`src/rtl/dmem_arbiter_pkg.sv`:
```
// Shared encodings for the data-memory arbiter: owner-state values and
// requester identifiers used by the "last granted" bookkeeping.
package dmem_arbiter_pkg;

    // Owner FSM encoding: who held the memory port in the previous cycle.
    localparam logic [1:0] ST_IDLE = 2'd0;
    localparam logic [1:0] ST_CPU  = 2'd1;
    localparam logic [1:0] ST_DMA  = 2'd2;

    // Requester identifiers for the round-robin "last" register.
    localparam logic REQ_CPU = 1'b0;
    localparam logic REQ_DMA = 1'b1;

endpackage

```
`src/rtl/dmem_arbiter.sv`:
```
// Shares one single-port data memory between the CPU load/store port and a
// DMA/loader port. Grants are combinational from registered ownership state
// plus the current requests, so a granted access completes in the same cycle
// with no added latency. DMA bursts are bounded so a waiting CPU is stalled
// for at most MAX_BURST cycles.
module dmem_arbiter
    import dmem_arbiter_pkg::*;
#(
    parameter int ADDR_W    = 32,
    parameter int DATA_W    = 32,
    parameter int MAX_BURST = 8
) (
    input  logic              clk,
    input  logic              reset,
    // CPU load/store port
    input  logic              cpu_req,
    input  logic              cpu_we,
    input  logic [ADDR_W-1:0] cpu_addr,
    input  logic [DATA_W-1:0] cpu_wdata,
    output logic [DATA_W-1:0] cpu_rdata,
    output logic              cpu_gnt,
    output logic              cpu_stall,
    // DMA/loader port
    input  logic              dma_req,
    input  logic              dma_we,
    input  logic [ADDR_W-1:0] dma_addr,
    input  logic [DATA_W-1:0] dma_wdata,
    output logic [DATA_W-1:0] dma_rdata,
    output logic              dma_gnt,
    // Memory side
    output logic              mem_we,
    output logic [ADDR_W-1:0] mem_addr,
    output logic [DATA_W-1:0] mem_wdata,
    input  logic [DATA_W-1:0] mem_rdata
);

    localparam int               CNT_W   = $clog2(MAX_BURST + 1);
    localparam logic [CNT_W-1:0] MAX_CNT = CNT_W'(MAX_BURST);

    logic [1:0]       r_state;
    logic             r_last;
    logic [CNT_W-1:0] r_burst_cnt;

    logic             w_cpu_wins_tie;
    logic             w_cpu_gnt;
    logic             w_dma_gnt;
    logic [1:0]       w_state_next;
    logic             w_last_next;
    logic [CNT_W-1:0] w_burst_cnt_next;

    // Decide who wins when both sides request: the CPU keeps a port it already
    // owns, reclaims it once the DMA burst limit is reached, and wins from idle
    // when the DMA was the last one served.
    always_comb begin
        w_cpu_wins_tie = 1'b0;
        case (r_state)
            ST_CPU:  w_cpu_wins_tie = 1'b1;
            ST_DMA:  w_cpu_wins_tie = (r_burst_cnt == MAX_CNT);
            default: w_cpu_wins_tie = (r_last == REQ_DMA);
        endcase
    end

    // One-hot (or zero) grant: a lone requester always wins.
    always_comb begin
        w_cpu_gnt = cpu_req & (~dma_req | w_cpu_wins_tie);
        w_dma_gnt = dma_req & ~w_cpu_gnt;
    end

    // Next ownership, round-robin history and CPU-starvation counter.
    always_comb begin
        w_state_next     = ST_IDLE;
        w_last_next      = r_last;
        w_burst_cnt_next = '0;
        if (w_cpu_gnt) begin
            w_state_next = ST_CPU;
            w_last_next  = REQ_CPU;
        end else if (w_dma_gnt) begin
            w_state_next = ST_DMA;
            w_last_next  = REQ_DMA;
        end
        // The counter only runs while the CPU is actually being held off.
        if (w_dma_gnt && cpu_req) begin
            if (r_burst_cnt != MAX_CNT) begin
                w_burst_cnt_next = r_burst_cnt + 1'b1;
            end else begin
                w_burst_cnt_next = r_burst_cnt;
            end
        end
    end

    // Ownership registers; reset leaves the DMA as "last" so the CPU wins the first tie.
    always_ff @(posedge clk) begin
        if (reset) begin
            r_state     <= ST_IDLE;
            r_last      <= REQ_DMA;
            r_burst_cnt <= '0;
        end else begin
            r_state     <= w_state_next;
            r_last      <= w_last_next;
            r_burst_cnt <= w_burst_cnt_next;
        end
    end

    // Memory mux: the granted side drives the memory; the CPU side is the
    // default when nobody is granted, with the write enable forced low.
    always_comb begin
        mem_we    = 1'b0;
        mem_addr  = cpu_addr;
        mem_wdata = cpu_wdata;
        if (w_dma_gnt) begin
            mem_we    = dma_we;
            mem_addr  = dma_addr;
            mem_wdata = dma_wdata;
        end else if (w_cpu_gnt) begin
            mem_we    = cpu_we;
        end
    end

    // Read data fans out to both sides; consumers qualify it with their grant.
    assign cpu_rdata = mem_rdata;
    assign dma_rdata = mem_rdata;
    assign cpu_gnt   = w_cpu_gnt;
    assign dma_gnt   = w_dma_gnt;
    assign cpu_stall = cpu_req & ~w_cpu_gnt;

endmodule

```
`config.mk`:
```
export PLATFORM = sky130hd
export DESIGN_NAME = dmem_arbiter
export DESIGN_NICKNAME = d
export VERILOG_FILES = /design/src/rtl/dmem_arbiter_pkg.sv /design/src/rtl/dmem_arbiter.sv
export SDC_FILE = /design/constraint.sdc
export NUM_CORES = 1
export LEC_CHECK = 0
export CORE_AREA = 2 2 117 119
export CTS_BUF_LIST = sky130_fd_sc_hd__clkbuf_4 sky130_fd_sc_hd__clkbuf_8
export DETAILED_ROUTE_END_ITERATION = 10
export DIE_AREA = 0 0 119 121
export GPL_TIMING_DRIVEN = 0
export SLEW_MARGIN = 0
export SYNTH_ARGS = -nofsm -noshare
export SYNTH_HDL_FRONTEND = slang
export SYNTH_SLANG_ARGS = --single-unit
```
`constraint.sdc`:
```
create_clock -name clk -period 2.3 [get_ports clk]
set_clock_uncertainty 0.15 [all_clocks]
set_input_delay 0.69 -clock clk [delete_from_list [all_inputs] [get_ports clk]]
set_output_delay 0.69 -clock clk [all_outputs]
set_load 0.02 [all_outputs]
```
### Yosys cells after proc, flatten, opt, wreduce, memory -nomap -nowiden

Cells that the tools add are included.

* eq/ne operators: 4
* div/mod/pow operators: 0
* mux-type cells: 9
* reduce and logical (&&, ||, !) cells: 4
* order comparisons: 0
* bitwise gates (word level): 7
* shift-type cells: 0
* $mul: 0
* add/sub/neg operators: 1

Operators with widths (count)
* $mux W32: 2
* $mux W1: 5
* $add A4 B1 Y4 const B: 1
* $eq A4 B4 Y1 const B: 1
* $ne A4 B4 Y1 const B: 1
* $reduce_or A2 Y1: 2
* $and A1 B1 Y1: 3
* $not A1 Y1: 3
* $eq A2 B1 Y1 const B: 1
* $eq A2 B2 Y1 const B: 1
* $mux W2: 1
* $pmux W1 S2: 1
* $reduce_bool A2 Y1: 1
* $logic_and A1 B1 Y1: 1
* $or A1 B1 Y1: 1

* latch bits: 0
* bits of input ports: 166
* ROM bits: 0
* memory bits (writable): 0
* bits in registers: 7
* memories: 0

### Logic depth before layout (Yosys ltp)

Gate-level depths: netlist of run 1.

* depth in word-level cells: 9
* mapped depth: 8
* depth with buffers taken out: 6

### Worst setup path after synthesis of run 1

OpenSTA, ideal clock, no wires.

* path type: register to output
* from: reg r_state[0]
* to: out mem_addr[17]
* required time: 1.460 ns
* path buffers: 1
* arrival: 1.698 ns
* cell stages (with the launch flop): 8
* slack: -0.238 ns
* cell sequence: dfxtp_1 inv_1 ha_1 nor2_1 and3_1 a21o_1 buf_2 mux2_2

* cells in the longest elaborated chain, start to end: 7

RTL lines
* start, declared: RTL line dmem_arbiter.sv:40 `logic [1:0] r_state;`
* start signal, assigned: RTL line dmem_arbiter.sv:98 `r_state <= w_state_next;`
* $eq A2 B2 Y1 or $eq A2 B1 Y1 (tied branches): RTL line dmem_arbiter.sv:56 `case (r_state)`
* $pmux W1 S2 (*): RTL line dmem_arbiter.sv:56
* $or A1 B1 Y1 (*): RTL line dmem_arbiter.sv:65 `w_cpu_gnt = cpu_req & (~dma_req | w_cpu_wins_tie);`
* $and A1 B1 Y1 (*): RTL line dmem_arbiter.sv:65
* $not A1 Y1 (*): RTL line dmem_arbiter.sv:66 `w_dma_gnt = dma_req & ~w_cpu_gnt;`
* $and A1 B1 Y1 (*): RTL line dmem_arbiter.sv:66
* net dma_gnt: RTL line dmem_arbiter.sv:29 `output logic dma_gnt,`
* $mux W32 (*): RTL line dmem_arbiter.sv:110 `if (w_dma_gnt) begin`
* end, declared: RTL line dmem_arbiter.sv:32 `output logic [ADDR_W-1:0] mem_addr,`

The timed path passes the listed nets; every way through them passes the cells marked *.

### Worst setup path after layout of run 1

* from: reg r_state[0]
* to: out mem_addr[4]

* cells in the longest elaborated chain, start to end: 7

RTL lines (RTL line)
* $eq A2 B2 Y1 or $eq A2 B1 Y1 (tied branches): dmem_arbiter.sv:56
* $pmux W1 S2 (*): dmem_arbiter.sv:56
* $or A1 B1 Y1 (*): dmem_arbiter.sv:65
* $and A1 B1 Y1 (*): dmem_arbiter.sv:65
* $not A1 Y1 (*): dmem_arbiter.sv:66
* $and A1 B1 Y1 (*): dmem_arbiter.sv:66
* $mux W32 (*): dmem_arbiter.sv:110

Every way passes the cells marked *; elsewhere a longest branch is shown, timed or not.

==> results of run 1 <==
-- power groups by stage --
stage	Combinational, mW	Sequential (mW)	Clock, mW
finish	1.47	0.131	0.183
global route	1.55	0.132	0.194
CTS	1.43	0.131	0.186
detailed placement	1.37	0.134	0
global placement	1.36	0.134	0
floorplan	0.701	0.133	0
-- repair_timing --
action,CTS,global route
gates cloned,1,1
resized for setup,373,33
endpoints found under the setup margin,68,68
pin swaps,4,5
endpoints found under the hold margin,0,0
setup buffers,7,4
hold buffers,0,0
-- how the worst min path moves through the flow --
stage                    from              to  slack, ns  depth (start not counted)
2_1_floorplan  r_burst_cnt[1]  r_burst_cnt[1]       0.31                          2
3_3_place_gp   r_burst_cnt[1]  r_burst_cnt[1]       0.33                          2
3_5_place_dp   r_burst_cnt[1]  r_burst_cnt[1]       0.34                          2
4_1_cts                r_last          r_last       0.37                          2
5_1_grt                r_last          r_last       0.42                          2
6_report               r_last          r_last       0.37                          2
-- sequential cells by signal, indices dropped and copies added (netlist names) --
register	cells
r_burst_cnt	4
r_last	1
r_state	2
-- layer usage --
layer / share of wire, % / global-route usage [%] / vias up / routed length [microns]
li1: - / - / 1114 / -
met1: 36 / 12.0 / 1034 / 3290
met2: 53 / 21.2 / 132 / 4860
met3: 10 / 4.37 / 4 / 933
met4: 0.57 / 1.34 / 0 / 52
met5: 0 / 0 / - / 0
-- stage by stage --
| stage | cell area, sq um | setup slack [ns] | setup TNS [ns] | cells |
|---|---|---|---|---|
| 2_1_floorplan | 1840 | -0.152 | -8.25 | 181 |
| 3_3_place_gp | 4710 | -1.42 | -90.14 | 622 |
| 3_5_place_dp | 4710 | -1.42 | -89.99 | 622 |
| 4_1_cts | 4880 | -0.609 | -36.03 | 634 |
| 5_1_grt | 5040 | -0.667 | -40.51 | 639 |
| 6_report | 5040 | -0.594 | -35.80 | 639 |
-- layout make-up --
class	count	area [sq um]
plain buffers	71	603
clock buffers	4	48.8
fillers	1308	8050
inverters	5	18.8
multi-input cells	98	1190
flip-flops and latches	7	148
well taps	176	220
repair buffers	278	2810
-- cell usage in the layout, fill, tap and decap left out, drive strengths merged, types with 2 or more instances in the layout --
master         count
clkdlybuf4s50    195
buf              144
mux2              65
clkdlybuf4s15      9
dfxtp              7
nor2               6
inv                5
clkbuf             5
nand2              4
ha                 4
and3b              2
nor2b              2
a21oi              2
o21ai              2
a21o               2
-- critical path, delay by kind of cell (launching register included) --
kind	cells	cell delay (ns)
buf+inv	4	0.51
fa+ha+maj	1	0.28
compound gates	1	0.21
flops	1	0.33
simple gates	2	0.21
mux	1	0.29
-- cell families after synthesis --
group                      Yosys count
muxes                               65
buffers and inverters               76
xor gates and xnor gates             2
AOI/OAI and AO/OA                    8
adders and majority gates            4
and+or+nand+nor                     19
DFF                                  7
==> impl_metrics.env, run 1 <==
export IMPL_slowest_stage="dfxtp_2"
export IMPL_synth_top_family_by_area="multiplexers"
export IMPL_initial_core_util_pct=13.8
export IMPL_synth_compound_area_share_pct=2.70
export IMPL_ys_seq_area_share_pct=7.76
export IMPL_grt_antenna_before_repair=0
export IMPL_synth_nets=351
export IMPL_rows=42
export IMPL_ios=298
export IMPL_avgSynthCellArea_sq_um=9.98
export IMPL_critPathArrivalTime_ns=2.05
export IMPL_coreArea_sq_um=13100
export IMPL_pwr_share_seq_pct=7.3
export IMPL_synth_cells=181
export IMPL_finalHoldViolCount=0
export IMPL_synth_seq_cells=7
export IMPL_clock_sinks=7
export IMPL_grt_max_degree=11
export IMPL_drt_pass1_iter_count=3
export IMPL_swShare_pct=35.0
export IMPL_io_buffers=265
export IMPL_final_util_pct=38.5
export IMPL_synthTopCellsByCount="buf_4, mux2_4, mux2_2"
export IMPL_synth_simple_area_share_pct=5.68
export IMPL_slew_headroom_pct=81.7
export IMPL_pwr_share_comb_pct=82.4
export IMPL_drive_above_1_share_pct=51.6
export IMPL_place_gp_congestion=0.714
export IMPL_power_density_nw_per_um2=355
export IMPL_drv_cap=0
export IMPL_tightest_slew_ns=0.273
export IMPL_p_clk_share_pct=10.2
export IMPL_synth_edf_count=0
export IMPL_synthXorXnorAreaFrac_pct=0.970
export IMPL_synth_async_reset_ratio_pct=0
export IMPL_critical_path_class="register to output port"
export IMPL_worst_ep_required_time_ns=1.46
export IMPL_whs_ns=0.375
export IMPL_r2r_start="r_state[0]"
export IMPL_reg2reg_slack_ns=0.50
export IMPL_htreeDepth=1
export IMPL_critPathLaunchType="register"
export IMPL_synth_main_ff_cell="dfxtp_1"
export IMPL_slew_viol_final=0
export IMPL_p_total_mw=1.79
export IMPL_worstRegToRegCells=6
export IMPL_timing_final_crit_share_pct=126
export IMPL_rsz0062_at_grt="true"
export IMPL_crit_path_frequent_cell="buf_12"
export IMPL_clock_path_buffers=2
export IMPL_synth_area_leaders="mux2_4, buf_4, mux2_2"
export IMPL_vias_per_cell=3.57
export IMPL_synth_top_area_cell="mux2_4"
export IMPL_cts_tree="built"
export IMPL_cts_clk_slew_worst_paths_ns=0.04
export IMPL_drtIter0Drc=26
export IMPL_grt_use_total_pct=11.2
export IMPL_numCtsBuffers=3
export IMPL_synthMostInstantiatedCell="buf_4"
export IMPL_period_needed_ns=2.89
export IMPL_setup_viol=68
export IMPL_ant_nets=0
export IMPL_yosysWarnings=0
export IMPL_clkLatencyLatePin_ns=0.22
export IMPL_overflow=0
export IMPL_p_switching_mw=0.626
export IMPL_clock_fmax_ghz=0.345
export IMPL_intPower_mw=1.16
export IMPL_layout_nets=634
export IMPL_failed_checks="setup timing"
export IMPL_die_area_sq_um=14400
export IMPL_die_x_microns=119
export IMPL_fin_ws_ns=-0.594
export IMPL_synthAdderAreaFrac_pct=2.77
export IMPL_path_max_fanout=10
export IMPL_num_vias=2284
export IMPL_synth_area_sq_um=1810
export IMPL_drt_wl_total_mm=9.14
export IMPL_synthMuxAreaShare_pct=48.8
export IMPL_vdd_drop_max_mv=0.137
export IMPL_hold_path_class="register to register"
export IMPL_leakage_nw=2.24
export IMPL_cp_cell_sequence="inv_2 > ha_4 > nor2_4 > and3_4 > a21o_4 > buf_12 > buf_12 > mux2_4 > buf_2"
export IMPL_die_h_microns=121
export IMPL_drcViolationCount=0
export IMPL_routedWlPerCell_microns=14.3
export IMPL_status="complete, but fails checks"
export IMPL_cp_end_kind="output port"
export IMPL_dp_hpwl_mm=7.87
export IMPL_grt_pass1_wl_mm=12.8
export IMPL_r2r_end="r_burst_cnt[1]"
export IMPL_areaGrowthSynthToFinish_pct=179
export IMPL_grt_pass1_vias=2369
export IMPL_startpoint="r_state[0]"
export IMPL_crit_end="mem_addr[4]"
export IMPL_ctsRootBufferMaster="clkbuf_8"
export IMPL_critPathMaxStageDelay_ns=0.33
export IMPL_antenna_cells=0
export IMPL_synth_top_area_share_pct=33.2
export IMPL_synth_cell_types=24
Note: power is estimated with default switching activity, not from simulation.
==> run 2, diff against run 1 <==
PLACE_DENSITY = 0.54   (was default)
SLEW_MARGIN = default   (was 0)
==> run 2 against run 1 <==
The flow still finishes with violations (setup timing). Count of clock-buffer cells in the layout unchanged. Critical path type unchanged. Combinational power up 3%. Sequential power about the same. Hold slack better by 0.0048 ns. Cell area up 1.6%. First-iteration DRC count up 42%. Fmax up 0.95%.
==> impl_metrics.env, run 2 (synthesis gave the netlist of run 1 again) <==
export IMPL_met1_usage_pct=13.2
export IMPL_critical_path_class="register to output port"
export IMPL_clock_fmax_ghz=0.349
export IMPL_drtIter0Drc=37
export IMPL_final_common_cell="clkdlybuf4s50_1"
export IMPL_clock_path_buffers=2
export IMPL_largest_reg_flops=4
export IMPL_layout_nets=636
export IMPL_most_common_layout_cells="clkdlybuf4s50_1, buf_4, buf_6"
export IMPL_clkLatencyLatePin_ns=0.23
export IMPL_pwr_share_comb_pct=82.7
export IMPL_power_density_nw_per_um2=360
export IMPL_areaGrowthSynthToFinish_pct=184
export IMPL_grt_use_total_pct=11.1
export IMPL_initial_core_util_pct=13.8
export IMPL_met3_usage_pct=2.54
export IMPL_period_needed_ns=2.87
export IMPL_setup_viol=68
export IMPL_final_util_pct=39.1
export IMPL_overflow=0
export IMPL_tightest_slew_ns=0.260
export IMPL_io_buffers=265
export IMPL_dp_hpwl_mm=7.59
export IMPL_rsz0062_at_grt="true"
export IMPL_grt_antenna_before_repair=0
export IMPL_p_switching_mw=0.643
export IMPL_reg_largest_list="r_burst_cnt x4, r_state x2, r_last x1"
export IMPL_swShare_pct=34.9
export IMPL_intPower_mw=1.20
export IMPL_busiest_layer="met2"
export IMPL_top_register="r_burst_cnt"
export IMPL_slew_viol_final=0
export IMPL_timing_final_crit_share_pct=125
export IMPL_path_max_fanout=6
export IMPL_pwr_share_seq_pct=7.2
export IMPL_drv_cap=0
export IMPL_ctsRootBufferMaster="clkbuf_8"
export IMPL_grt_max_degree=11
export IMPL_failed_checks="setup timing"
export IMPL_grt_pass1_vias=2305
export IMPL_antenna_cells=0
export IMPL_drt_pass1_iter_count=4
export IMPL_nFillCells=1293
export IMPL_fin_ws_ns=-0.567
export IMPL_drive_above_1_share_pct=51.8
export IMPL_htreeDepth=1
export IMPL_whs_ns=0.380
export IMPL_numCtsBuffers=3
export IMPL_num_vias=2317
export IMPL_vias_per_cell=3.61
export IMPL_critPathLaunchType="register"
export IMPL_die_area_sq_um=14400
export IMPL_clock_sinks=7
export IMPL_die_h_microns=121
export IMPL_routedWlPerCell_microns=14.1
export IMPL_rows=42
export IMPL_die_x_microns=119
export IMPL_ctsHoldBuffers=0
export IMPL_leakage_nw=2.29
export IMPL_drt_wl_total_mm=9.03
export IMPL_worst_ep_required_time_ns=1.46
export IMPL_place_gp_congestion=0.694
export IMPL_vdd_drop_max_mv=0.134
export IMPL_finalHoldViolCount=0
export IMPL_grt_pass1_wl_mm=12.7
export IMPL_p_clk_share_pct=10.1
export IMPL_ant_nets=0
export IMPL_ios=298
export IMPL_cts_tree="built"
export IMPL_cp_end_kind="output port"
export IMPL_drcViolationCount=0
export IMPL_critPathArrivalTime_ns=2.03
export IMPL_status="complete, but fails checks"
export IMPL_coreArea_sq_um=13100
export IMPL_hold_path_class="register to register"
export IMPL_met2_usage_pct=20.5
export IMPL_cts_clk_slew_worst_paths_ns=0.04
export IMPL_slew_headroom_pct=82.6
## run 2: area by class of cell
type / instances / area (sq um) / share of cell area, %
clock buffers: 4 / 48.8 / 0.953
inverters: 5 / 18.8 / 0.366
well taps: 176 / 220 / 4.30
flip-flops and latches: 7 / 145 / 2.83
repair buffers: 280 / 2870 / 56.1
plain buffers: 71 / 611 / 11.9
multi-input cells: 98 / 1200 / 23.5
## run 2: repair_timing
action,4_1_cts,5_1_grt
gates cloned,2,2
setup endpoints to repair,68,68
gates resized for setup,387,41
pin swaps,3,2
buffers inserted,7,4
## run 2: stage by stage
stage / setup slack [ns] / instances / TNS, ns / cell area (sq um) / power, mW
2_1_floorplan: -0.152 / 181 / -8.25 / 1840 / 0.834
6_report: -0.567 / 641 / -35.63 / 5120 / 1.84
4_1_cts: -0.579 / 635 / -36.52 / 4900 / 1.77
5_1_grt: -0.620 / 641 / -39.56 / 5120 / 1.93
3_5_place_dp: -1.48 / 622 / -93.40 / 4710 / 1.50
3_3_place_gp: -1.47 / 622 / -92.17 / 4710 / 1.49
## run 2: power by group through the flow
| stage | sequential, mW | combinational [mW] | clock [mW] |
|---|---|---|---|
| 6_report | 0.133 | 1.52 | 0.187 |
| 4_1_cts | 0.133 | 1.45 | 0.192 |
| 5_1_grt | 0.133 | 1.60 | 0.201 |
| 2_1_floorplan | 0.133 | 0.701 | 0 |
| 3_5_place_dp | 0.134 | 1.36 | 0 |
| 3_3_place_gp | 0.134 | 1.36 | 0 |
## run 2: critical path, cell delays in order (launching register included)
cell and delay [ns]:
dfxtp_2 0.32, inv_2 0.04, ha_4 0.27, nor2_4 0.03, and3_4 0.17, a21o_4 0.20, buf_12 0.15, clkbuf_16 0.16
mux2_4 0.30, buf_6 0.14
## run 2: routing by layer
layer | wire [microns] | share of wire (%)
met5 | 0 | 0
met4 | 61 | 0.68
met3 | 772 | 8.5
met2 | 4720 | 52
met1 | 3480 | 39
## run 2: worst paths after layout
| path | slack (ns) | cells after the start | from | endpoint |
|---|---|---|---|---|
| max reg2reg | 0.46 | 7 | r_state[0] | r_burst_cnt[1] |
| max | -0.57 | 9 | r_state[0] | mem_wdata[28] |
| min reg2reg | 0.38 | 2 | r_last | r_last |
| min | 0.38 | 2 | r_last | r_last |
